===== src/rtl/mux16_demux_assembler.sv =====
// mux16_demux_assembler
// Rebuilds a 16-bit word from (sel, bit) samples taken at the output of a
// 16-to-1 select path. Every sample is written into its own lane. A mask
// records which lanes are filled. Once all lanes are filled, the word is
// held on a valid/ready output until the consumer takes it.

module mux16_demux_assembler #(
   parameter int N    = 16,
   parameter int SELW = 4
) (
   input  logic            clk,
   input  logic            rst,
   input  logic            in_valid,
   input  logic [SELW-1:0] in_sel,
   input  logic            in_bit,
   output logic            in_ready,
   input  logic            abort,
   output logic            out_valid,
   input  logic            out_ready,
   output logic [N-1:0]    dout,
   output logic            out_dup,
   output logic [SELW:0]   fill_cnt
);

   typedef enum logic {
      COLLECT = 1'b0,
      HOLD    = 1'b1
   } state_t;

   // Fill count just before the last distinct lane arrives.
   localparam logic [SELW:0] LAST_CNT = (SELW+1)'(N-1);

   state_t            state_reg;
   state_t            state_next;
   logic [N-1:0]      data_reg;
   logic [N-1:0]      mask_reg;
   logic [SELW:0]     fill_cnt_reg;
   logic              dup_reg;

   logic              accept;
   logic              handshake;
   logic              clear;
   logic              lane_hit;
   logic              complete;
   logic [N-1:0]      lane_wr;

   // Abort only has an effect while collecting. A finished word is always delivered.
   assign accept    = in_valid & in_ready & ~abort;
   assign handshake = out_valid & out_ready;
   assign clear     = handshake | (abort & (state_reg == COLLECT));
   assign lane_hit  = mask_reg[in_sel];
   assign complete  = accept & ~lane_hit & (fill_cnt_reg == LAST_CNT);
   assign lane_wr   = accept ? (N'(1) << in_sel) : '0;

   // State register
   always_ff @(posedge clk) begin
      if (rst)
         state_reg <= COLLECT;
      else
         state_reg <= state_next;
   end

   // Next-state logic: fill the last lane -> HOLD; consumer takes the word -> COLLECT
   always_comb begin
      state_next = state_reg;
      case (state_reg)
         COLLECT: if (complete)  state_next = HOLD;
         HOLD:    if (out_ready) state_next = COLLECT;
         default:                state_next = COLLECT;
      endcase
   end

   // Output decode: ready while collecting, valid while holding (no skid buffer)
   always_comb begin
      in_ready  = 1'b0;
      out_valid = 1'b0;
      case (state_reg)
         COLLECT: in_ready  = 1'b1;
         HOLD:    out_valid = 1'b1;
         default: in_ready  = 1'b0;
      endcase
   end

   // Per-lane storage. The last write to a lane wins, and clear empties every lane.
   generate
      for (genvar gi = 0; gi < N; gi++) begin : g_lane
         always_ff @(posedge clk) begin
            if (rst) begin
               data_reg[gi] <= 1'b0;
               mask_reg[gi] <= 1'b0;
            end else if (clear) begin
               data_reg[gi] <= 1'b0;
               mask_reg[gi] <= 1'b0;
            end else if (lane_wr[gi]) begin
               data_reg[gi] <= in_bit;
               mask_reg[gi] <= 1'b1;
            end
         end
      end
   endgenerate

   // Distinct-lane count and sticky duplicate flag for the word being built
   always_ff @(posedge clk) begin
      if (rst) begin
         fill_cnt_reg <= '0;
         dup_reg      <= 1'b0;
      end else if (clear) begin
         fill_cnt_reg <= '0;
         dup_reg      <= 1'b0;
      end else if (accept) begin
         if (lane_hit)
            dup_reg <= 1'b1;
         else
            fill_cnt_reg <= fill_cnt_reg + 1'b1;
      end
   end

   assign dout     = data_reg;
   assign out_dup  = dup_reg;
   assign fill_cnt = fill_cnt_reg;

endmodule


===== config.mk =====
export PLATFORM = sky130hd
export DESIGN_NAME = mux16_demux_assembler
export DESIGN_NICKNAME = d
export VERILOG_FILES = /design/src/rtl/mux16_demux_assembler.sv
export SDC_FILE = /design/constraint.sdc
export NUM_CORES = 1
export LEC_CHECK = 0
export ABC_AREA = 1
export ABC_CLOCK_PERIOD_IN_PS = 1600
export CAP_MARGIN = 20
export CORE_UTILIZATION = 50
export CTS_BUF_LIST = sky130_fd_sc_hd__clkbuf_8 sky130_fd_sc_hd__clkbuf_16
export DETAILED_ROUTE_END_ITERATION = 6
export PLACE_DENSITY = 0.85
export SYNTH_ARGS = -nofsm -noshare
export SYNTH_HDL_FRONTEND = slang
export SYNTH_SLANG_ARGS = --single-unit

===== constraint.sdc =====
create_clock -name clk -period 1.6 [get_ports clk]
set_input_delay 0.48 -clock clk [delete_from_list [all_inputs] [get_ports clk]]
set_output_delay 0.48 -clock clk [all_outputs]
set_load 0.03 [all_outputs]

==> results of run 1 <==
cells by family (layout without fill, tap and decap cells):
| family | Yosys count | in the layout |
|---|---|---|
| adder cells (fa/ha/maj) | 2 | 2 |
| AO/OA/AOI/OAI | 31 | 31 |
| flip-flops | 39 | 39 |
| AND/OR/NAND/NOR | 133 | 133 |
| multiplexers | 1 | 1 |
| XOR/XNOR | 2 | 2 |
| buffers and inverters | 42 | 93 |
routing by layer:
layer  track usage  vias to the layer above
met2         0.408                       62
met3        0.0777                       14
met5             0                        -
li1              -                      878
met1         0.315                      795
met4         0.123                        0
synth_stat cells (3+ instances only):
cell | n | area, µm²
sky130_fd_sc_hd__a21oi_1 | 12 | 60.1
sky130_fd_sc_hd__buf_2 | 3 | 15.0
sky130_fd_sc_hd__dfxtp_1 | 39 | 781
sky130_fd_sc_hd__inv_1 | 32 | 120
sky130_fd_sc_hd__nand2_1 | 29 | 109
sky130_fd_sc_hd__nand3_1 | 5 | 25.0
sky130_fd_sc_hd__nand3_4 | 3 | 52.6
sky130_fd_sc_hd__nand4_1 | 5 | 31.3
sky130_fd_sc_hd__nor2_1 | 76 | 285
sky130_fd_sc_hd__nor3_1 | 9 | 45.0
sky130_fd_sc_hd__o21ai_0 | 16 | 80.1
layout by cell type (no fill, tap or decap):
cell / n
sky130_fd_sc_hd__clkdlybuf4s50_1: 4
sky130_fd_sc_hd__dlygate4sd2_1: 23
sky130_fd_sc_hd__nor3_1: 9
sky130_fd_sc_hd__a21oi_2: 1
sky130_fd_sc_hd__dfxtp_1: 39
sky130_fd_sc_hd__nand4_1: 5
sky130_fd_sc_hd__ha_1: 2
sky130_fd_sc_hd__clkdlybuf4s15_1: 2
sky130_fd_sc_hd__buf_8: 1
sky130_fd_sc_hd__clkbuf_8: 7
sky130_fd_sc_hd__o21ai_1: 3
sky130_fd_sc_hd__nand3_1: 4
sky130_fd_sc_hd__xor2_1: 2
sky130_fd_sc_hd__mux2i_1: 1
sky130_fd_sc_hd__inv_1: 28
sky130_fd_sc_hd__a21oi_1: 12
sky130_fd_sc_hd__dlymetal6s2s_1: 3
sky130_fd_sc_hd__o21ai_0: 15
sky130_fd_sc_hd__buf_4: 14
sky130_fd_sc_hd__buf_6: 2
sky130_fd_sc_hd__nand3_2: 2
sky130_fd_sc_hd__nand2_1: 28
sky130_fd_sc_hd__inv_2: 7
sky130_fd_sc_hd__clkinv_2: 1
sky130_fd_sc_hd__buf_12: 1
sky130_fd_sc_hd__nor2_2: 10
sky130_fd_sc_hd__nor2_4: 6
sky130_fd_sc_hd__nor2_1: 63
sky130_fd_sc_hd__nand3_4: 3
sky130_fd_sc_hd__nand2_2: 3
worst reg2reg max path, delay by kind of cell (launching register included):
kind	cells	cell delay, ns
buffers and inverters	3	0.31
DFF	1	0.32
and+or+nand+nor	6	0.63
cell type report:
cell class | instances | area (µm²) | share of cell area
multi-input cells | 169 | 871 | 0.362
flip-flops and latches | 39 | 781 | 0.325
repair buffers | 50 | 462 | 0.192
inverters | 35 | 133 | 0.0552
clock buffers | 7 | 96.3 | 0.0401
well taps | 46 | 57.6 | 0.0239
clock inverters | 1 | 3.75 | 0.00156
per-stage QoR:
step                      setup TNS (ns)  setup slack, ns  area (µm²)
final                                  0           0.0191        2400
after global routing             -0.0252          -0.0193        2400
after CTS                         -0.193          -0.0495        2340
after detailed placement          -11.65           -0.451        2240
after global placement            -10.72           -0.416        2240
after floorplan                        0           0.0279        1760
worst min path at each step:
stage	start	endpoint	slack, ns
after global placement	mask_reg[14]	mask_reg[14]	0.45
after global routing	mask_reg[8]	mask_reg[8]	0.49
after floorplan	mask_reg[10]	mask_reg[10]	0.43
final	mask_reg[15]	mask_reg[15]	0.47
after CTS	mask_reg[14]	mask_reg[14]	0.46
after detailed placement	mask_reg[14]	mask_reg[14]	0.45
what timing repair did:
action	in CTS	in global routing
cloned	1	0
gates resized for setup	35	27
hold endpoints to repair	0	0
pin swaps	3	8
endpoints found under the setup margin	44	25
power breakdown:
part           total, mW  switching (mW)  internal (mW)
Clock              0.717           0.330          0.387
Combinational      0.203           0.125         0.0775
Sequential         0.978         0.00257          0.976
Total               1.90           0.458           1.44
==> flow_summary_export.csv, run 1 <==
group,metric,value,unit
worst_setup_path,reg2reg_depth,9,
clock_network,cts_buffer_depth,2,
clock_network,tritoncts_clock_tree,"yes",
power,leakage,1.07,nW
worst_setup_path,critical_path.startpoint_type,"register",
sta,slew_headroom,0.781,
yosys,synth_seq_area_share,0.445,
final_layout,areaGrowthSynthToFinish,36.9,%
drt,ant_nets,0,
yosys,synthXorXnorAreaFrac,0.00998,
power,ir_worst_vdd,740,µV
worst_setup_path,cpMaxStageDelayCell,"sky130_fd_sc_hd__dlygate4sd2_1",
worst_setup_path,critical_path.reg2reg.startpoint,"state_reg",
final_layout,fin_util,0.720,
global_route,grt_remaining_overflow,0,
drt,first_drt_iteration_drcs,69,
worst_setup_path,critical_path_peak_fanout,3,
yosys,synth-edff-count,0,
drt,drt_wl_total,4.43,mm
worst_setup_path,worstSetupStartpoint,"fill_cnt[3]",
sta,worstMarginPinSlew,0.330,ns
global_route,grt_first_pass_wirelength,6.89,mm
worst_setup_path,r2r-end,"dout[13]",
floorplan,pin_count,34,
floorplan,floorplan.initialDensity,0.526,
global_route,grt_antenna_before_repair,0,
yosys,yosys_most_used_dff,"sky130_fd_sc_hd__dfxtp_1",
clock_network,cts_root_buf,"sky130_fd_sc_hd__clkbuf_8",
drt,detail_route.wl_per_cell,12.8,µm
yosys,yosysWarningCount,0,
clock_network,numCtsBuffers,5,
yosys,syn-cell-area,1760,µm²
final_layout,fin_cells,347,
sta,setup_viol_count_final,0,
sta,clock.fmax,0.633,GHz
drt,post-route-drc-count,0,
final_layout,diodes,0,
worst_setup_path,path_depth,1,
sta,finalMaxSlewViolations,0,
drt,routedLengthMet1,1.93,mm
power,power,1.90,mW
clock_network,cts_htree_levels,2,
yosys,synthesis.nets,262,
placed_design,numPlacedInstances,338,
final_layout,layout.nets,312,
worst_setup_path,r2r_setup_slack,0.23,ns
floorplan,core.rowCount,21,
drt,first_pass_iters,4,
yosys,synth_area_per_cell,7.02,µm²
clock_network,clock_latency_of_the_later_clocked_register_in_the_worst_skew_pair,0.30,ns
clock_network,cts.clk_slew.worst_paths,0.07,ns
floorplan,chipWidth,61.3,µm
final_layout,layout_cells_sized_above_1,0.193,
drt,detailroute.wirelength.met2,2.11,mm
status,outcome,"completed",
floorplan,floorplan.core_area,3340,µm²
sta,report.final.hold_viol_count,0,
min_path,whs_path_depth,2,
worst_setup_path,endpoint,"fill_cnt[3]",
yosys,synth_compound_gate_area_share,0.0905,
clock_network,cts.repair_timing.setup_buffer_count,0,
worst_setup_path,timing.critical_path.slowest_cell_delay,0.43,ns
drt,detail_route.vias_per_cell,5.04,
floorplan,design.die.area,3750,µm²
yosys,netlist-cell-type-count,25,
drt,maxUsedRoutingLayer,"met4",
worst_setup_path,crit_buf_inv,1,
run,drv_cap,0,
global_route,grt_util_all_layers,0.256,
drt,detailroute.wirelength.met3,273,µm
sta,worst_hold_slack,0.465,ns
min_path,min-delay-path-class,"register to register",
yosys,async_reset_ff_frac,0,
yosys,yosys_register_bits,39,
sta,fin_crit_sh,0.988,
yosys,synth-adder-area-share,0.0143,
final_layout,fillerInstances,272,
worst_setup_path,worst-endpoint-required,1.12,ns
worst_setup_path,crit_path_cell_trace,"dlygate4sd2_1",
yosys,synthesis.instances,250,
yosys,synth-simple-area-share,0.339,
worst_setup_path,critical-path-top-delay-family,"buffers and inverters",
placed_design,buffer_ports.inserted,33,
worst_setup_path,worstSetupPathType,"register to output port",
yosys,synth_top_family_by_area,"simple AND/OR/NAND/NOR gates",
drt,vias,1749,
worst_setup_path,crit_arrival,1.10,ns
sta,final.setup_skew,0.00704,ns
global_route,number_of_global_route_vias_before_repair,1572,
yosys,post_synth_mux_area_share,0.00570,
sta,layout_min_cycle_time,1.58,ns
power,power_density,790,nW/µm²
placed_design,global_placer_s_final_weighted_congestion,0.976,
floorplan,die_h,61.3,µm
placed_design,hpwl_detailed,2.98,mm
worst_setup_path,crit_path_end_kind,"output port",
global_route,pin_count_of_the_biggest_net_entering_global_routing,17,
clock_network,cts.hold.buffers_added,0,
clock_network,tritoncts_num_sinks,39,
No activity file was read; power rests on OpenSTA's default activity.
==> inputs of run 2 (changes only) <==
--- a/config.mk
+++ b/config.mk
@@ -8,10 +8,10 @@
 export ABC_AREA = 1
 export ABC_CLOCK_PERIOD_IN_PS = 1600
 export CAP_MARGIN = 20
-export CORE_UTILIZATION = 50
+export CORE_UTILIZATION = 40
 export CTS_BUF_LIST = sky130_fd_sc_hd__clkbuf_8 sky130_fd_sc_hd__clkbuf_16
 export DETAILED_ROUTE_END_ITERATION = 6
-export PLACE_DENSITY = 0.85
+export PLACE_DENSITY = 0.72
 export SYNTH_ARGS = -nofsm -noshare
 export SYNTH_HDL_FRONTEND = slang
 export SYNTH_SLANG_ARGS = --single-unit
==> run 2 against run 1 <==
Against the previous run:
- combinational power is 5% lower
- clock power grew 3.2%
- highest routed layer unchanged
- first-iteration DRC count is 7.2% higher
- register-to-register slack better by 0.04 ns
- core utilization is 14 points lower
==> flow_summary_export.csv, run 2 (synthesis results as in run 1) <==
group,metric,value,unit
worst_setup_path,timing.critical_path.slowest_cell_delay,0.42,ns
sta,slew_headroom,0.779,
worst_setup_path,worstSetupStartpoint,"dout[9]",
worst_setup_path,critical_path.reg2reg.startpoint,"fill_cnt[1]",
worst_setup_path,crit_buf_inv,1,
sta,clock.fmax,0.647,GHz
sta,worstMarginPinSlew,0.333,ns
sta,setup_viol_count_final,0,
global_route,grt_util_all_layers,0.200,
clock_network,cts_buffer_depth,2,
worst_setup_path,path_depth,1,
power,share_seq_of_total_power,0.512,
final_layout,diodes,0,
global_route,grt_antenna_before_repair,0,
drt,first_drt_iteration_drcs,74,
power,cellInternalPower,1.44,mW
floorplan,floorplan.core_area,4120,µm²
clock_network,cts.hold.buffers_added,0,
worst_setup_path,worstSetupPathType,"register to output port",
worst_setup_path,crit_path_cell_trace,"dlygate4sd2_1",
placed_design,hpwl_detailed,2.94,mm
power,power_density,805,nW/µm²
clock_network,numCtsBuffers,5,
final_layout,final_cell_mix,"67 x sky130_fd_sc_hd__nor2_1, 39 x sky130_fd_sc_hd__dfxtp_1, 31 x sky130_fd_sc_hd__inv_1",
worst_setup_path,critical_path.startpoint_type,"register",
final_layout,fin_cells,349,
power,sw_frac_of_total,0.245,
power,power.switching,0.468,mW
power,power.share.clock,0.387,
power,leakage,1.04,nW
floorplan,design.die.area,4660,µm²
final_layout,layout.nets,310,
sta,final.setup_skew,0.00706,ns
sta,grt_setup_unrepaired,"false",
global_route,grt_remaining_overflow,0,
floorplan,chipWidth,68.2,µm
placed_design,global_placer_s_final_weighted_congestion,0.880,
final_layout,layout_cells_sized_above_1,0.171,
sta,report.final.hold_viol_count,0,
floorplan,core.rowCount,23,
drt,first_pass_iters,4,
power,power_frac_comb,0.101,
placed_design,numPlacedInstances,339,
final_layout,fin_util,0.577,
worst_setup_path,r2r_setup_slack,0.27,ns
status,outcome,"completed",
drt,vias,1699,
floorplan,die_h,68.2,µm
drt,post-route-drc-count,0,
clock_network,clock_latency_of_the_later_clocked_register_in_the_worst_skew_pair,0.30,ns
worst_setup_path,cpMaxStageDelayCell,"sky130_fd_sc_hd__dlygate4sd2_1",
floorplan,pin_count,34,
clock_network,cts.clk_slew.worst_paths,0.08,ns
worst_setup_path,critical_path_peak_fanout,2,
clock_network,cts_htree_levels,2,
worst_setup_path,endpoint,"dout[9]",
final_layout,areaGrowthSynthToFinish,35.4,%
clock_network,tritoncts_num_sinks,39,
drt,detail_route.vias_per_cell,4.87,
global_route,pin_count_of_the_biggest_net_entering_global_routing,23,
drt,drt_wl_total,4.24,mm
power,ir_worst_vdd,615,µV
worst_setup_path,reg2reg_depth,8,
sta,layout_min_cycle_time,1.55,ns
worst_setup_path,crit_path_end_kind,"output port",
drt,detail_route.wl_per_cell,12.1,µm
worst_setup_path,r2r-end,"fill_cnt[4]",
worst_setup_path,critical-path-top-delay-family,"buffers and inverters",
worst_setup_path,worst-endpoint-required,1.12,ns
min_path,min-delay-path-class,"register to register",
floorplan,floorplan.initialDensity,0.427,
run,drv_cap,0,
global_route,number_of_global_route_vias_before_repair,1474,
sta,fin_crit_sh,0.967,
drt,ant_nets,0,
final_layout,most_common_library_cell_in_the_layout_ignoring_fill_and_taps,"sky130_fd_sc_hd__nor2_1",
clock_network,tritoncts_clock_tree,"yes",
clock_network,cts_root_buf,"sky130_fd_sc_hd__clkbuf_8",
sta,finalMaxSlewViolations,0,
global_route,grt_first_pass_wirelength,6.80,mm
worst_setup_path,crit_arrival,1.07,ns
placed_design,buffer_ports.inserted,33,
sta,setup-tns-final,0,ns
[run 2: changes by cell type in the layout (fill, tap and decap cells not counted), sizes merged]
cell           change
dlymetal6s2s       -2
buf                -1
clkbuf             +1
clkdlybuf4s15      -1
clkdlybuf4s50      +1
clkinv             -1
clkinvlp           +1
[run 2: power by group through the flow]
stage	combinational, mW	sequential, mW	clock, mW
6_report	0.193	0.979	0.740
5_1_grt	0.210	0.979	0.799
4_1_cts	0.182	0.979	0.756
3_5_place_dp	0.182	1.00	0
3_3_place_gp	0.182	1.00	0
2_1_floorplan	0.0896	1.01	0
[run 2: timing repair]
action / CTS / global route
buffers inserted: 0 / 1
cloned: 1 / 0
endpoints found under the setup margin: 36 / 35
pin swaps: 0 / 4
gates resized for setup: 28 / 21
[run 2: through the flow]
| step | cell area, µm² | total power, mW | hold slack (ns) | setup slack (ns) |
|---|---|---|---|---|
| final | 2380 | 1.91 | 0.473 | 0.0534 |
| after global routing | 2380 | 1.99 | 0.500 | 0.00341 |
| after CTS | 2330 | 1.92 | 0.474 | -0.00549 |
| after detailed placement | 2240 | 1.18 | 0.461 | -0.395 |
| after global placement | 2240 | 1.18 | 0.452 | -0.374 |
| after floorplan | 1760 | 1.10 | 0.431 | 0.0279 |
[run 2: layer usage]
metal / up-vias / track usage / wire length (µm)
met5: - / 0 / 0
met3: 11 / 0.0567 / 228
li1: 882 / - / -
met1: 765 / 0.264 / 2090
met4: 0 / 0.0859 / 92
met2: 41 / 0.300 / 1830
[run 2: how the worst min path moves through the flow]
stage / startpoint / endpoint / slack [ns] / depth (start not counted)
2_1_floorplan: mask_reg[10] / mask_reg[10] / 0.43 / 2
3_3_place_gp: mask_reg[3] / mask_reg[3] / 0.45 / 2
3_5_place_dp: mask_reg[0] / mask_reg[0] / 0.46 / 2
4_1_cts: mask_reg[0] / mask_reg[0] / 0.47 / 2
5_1_grt: mask_reg[0] / mask_reg[0] / 0.50 / 2
6_report: out_dup / out_dup / 0.47 / 2
[run 2: layout make-up]
cell class              count  area, µm²
repair buffers             48        453
well taps                  50       62.6
inverters                  35        131
clock inverters             1       7.51
flip-flops and latches     39        781
clock buffers               7       96.3
multi-input cells         169        845
fillers                   407       1740
==> inputs of run 3 (changes only) <==
--- a/config.mk
+++ b/config.mk
@@ -6,7 +6,6 @@
 export NUM_CORES = 1
 export LEC_CHECK = 0
 export ABC_AREA = 1
-export ABC_CLOCK_PERIOD_IN_PS = 1600
 export CAP_MARGIN = 20
 export CORE_UTILIZATION = 40
 export CTS_BUF_LIST = sky130_fd_sc_hd__clkbuf_8 sky130_fd_sc_hd__clkbuf_16
==> results of run 3 <==
The final DEF is identical to that of run 2; final timing and power are the same.
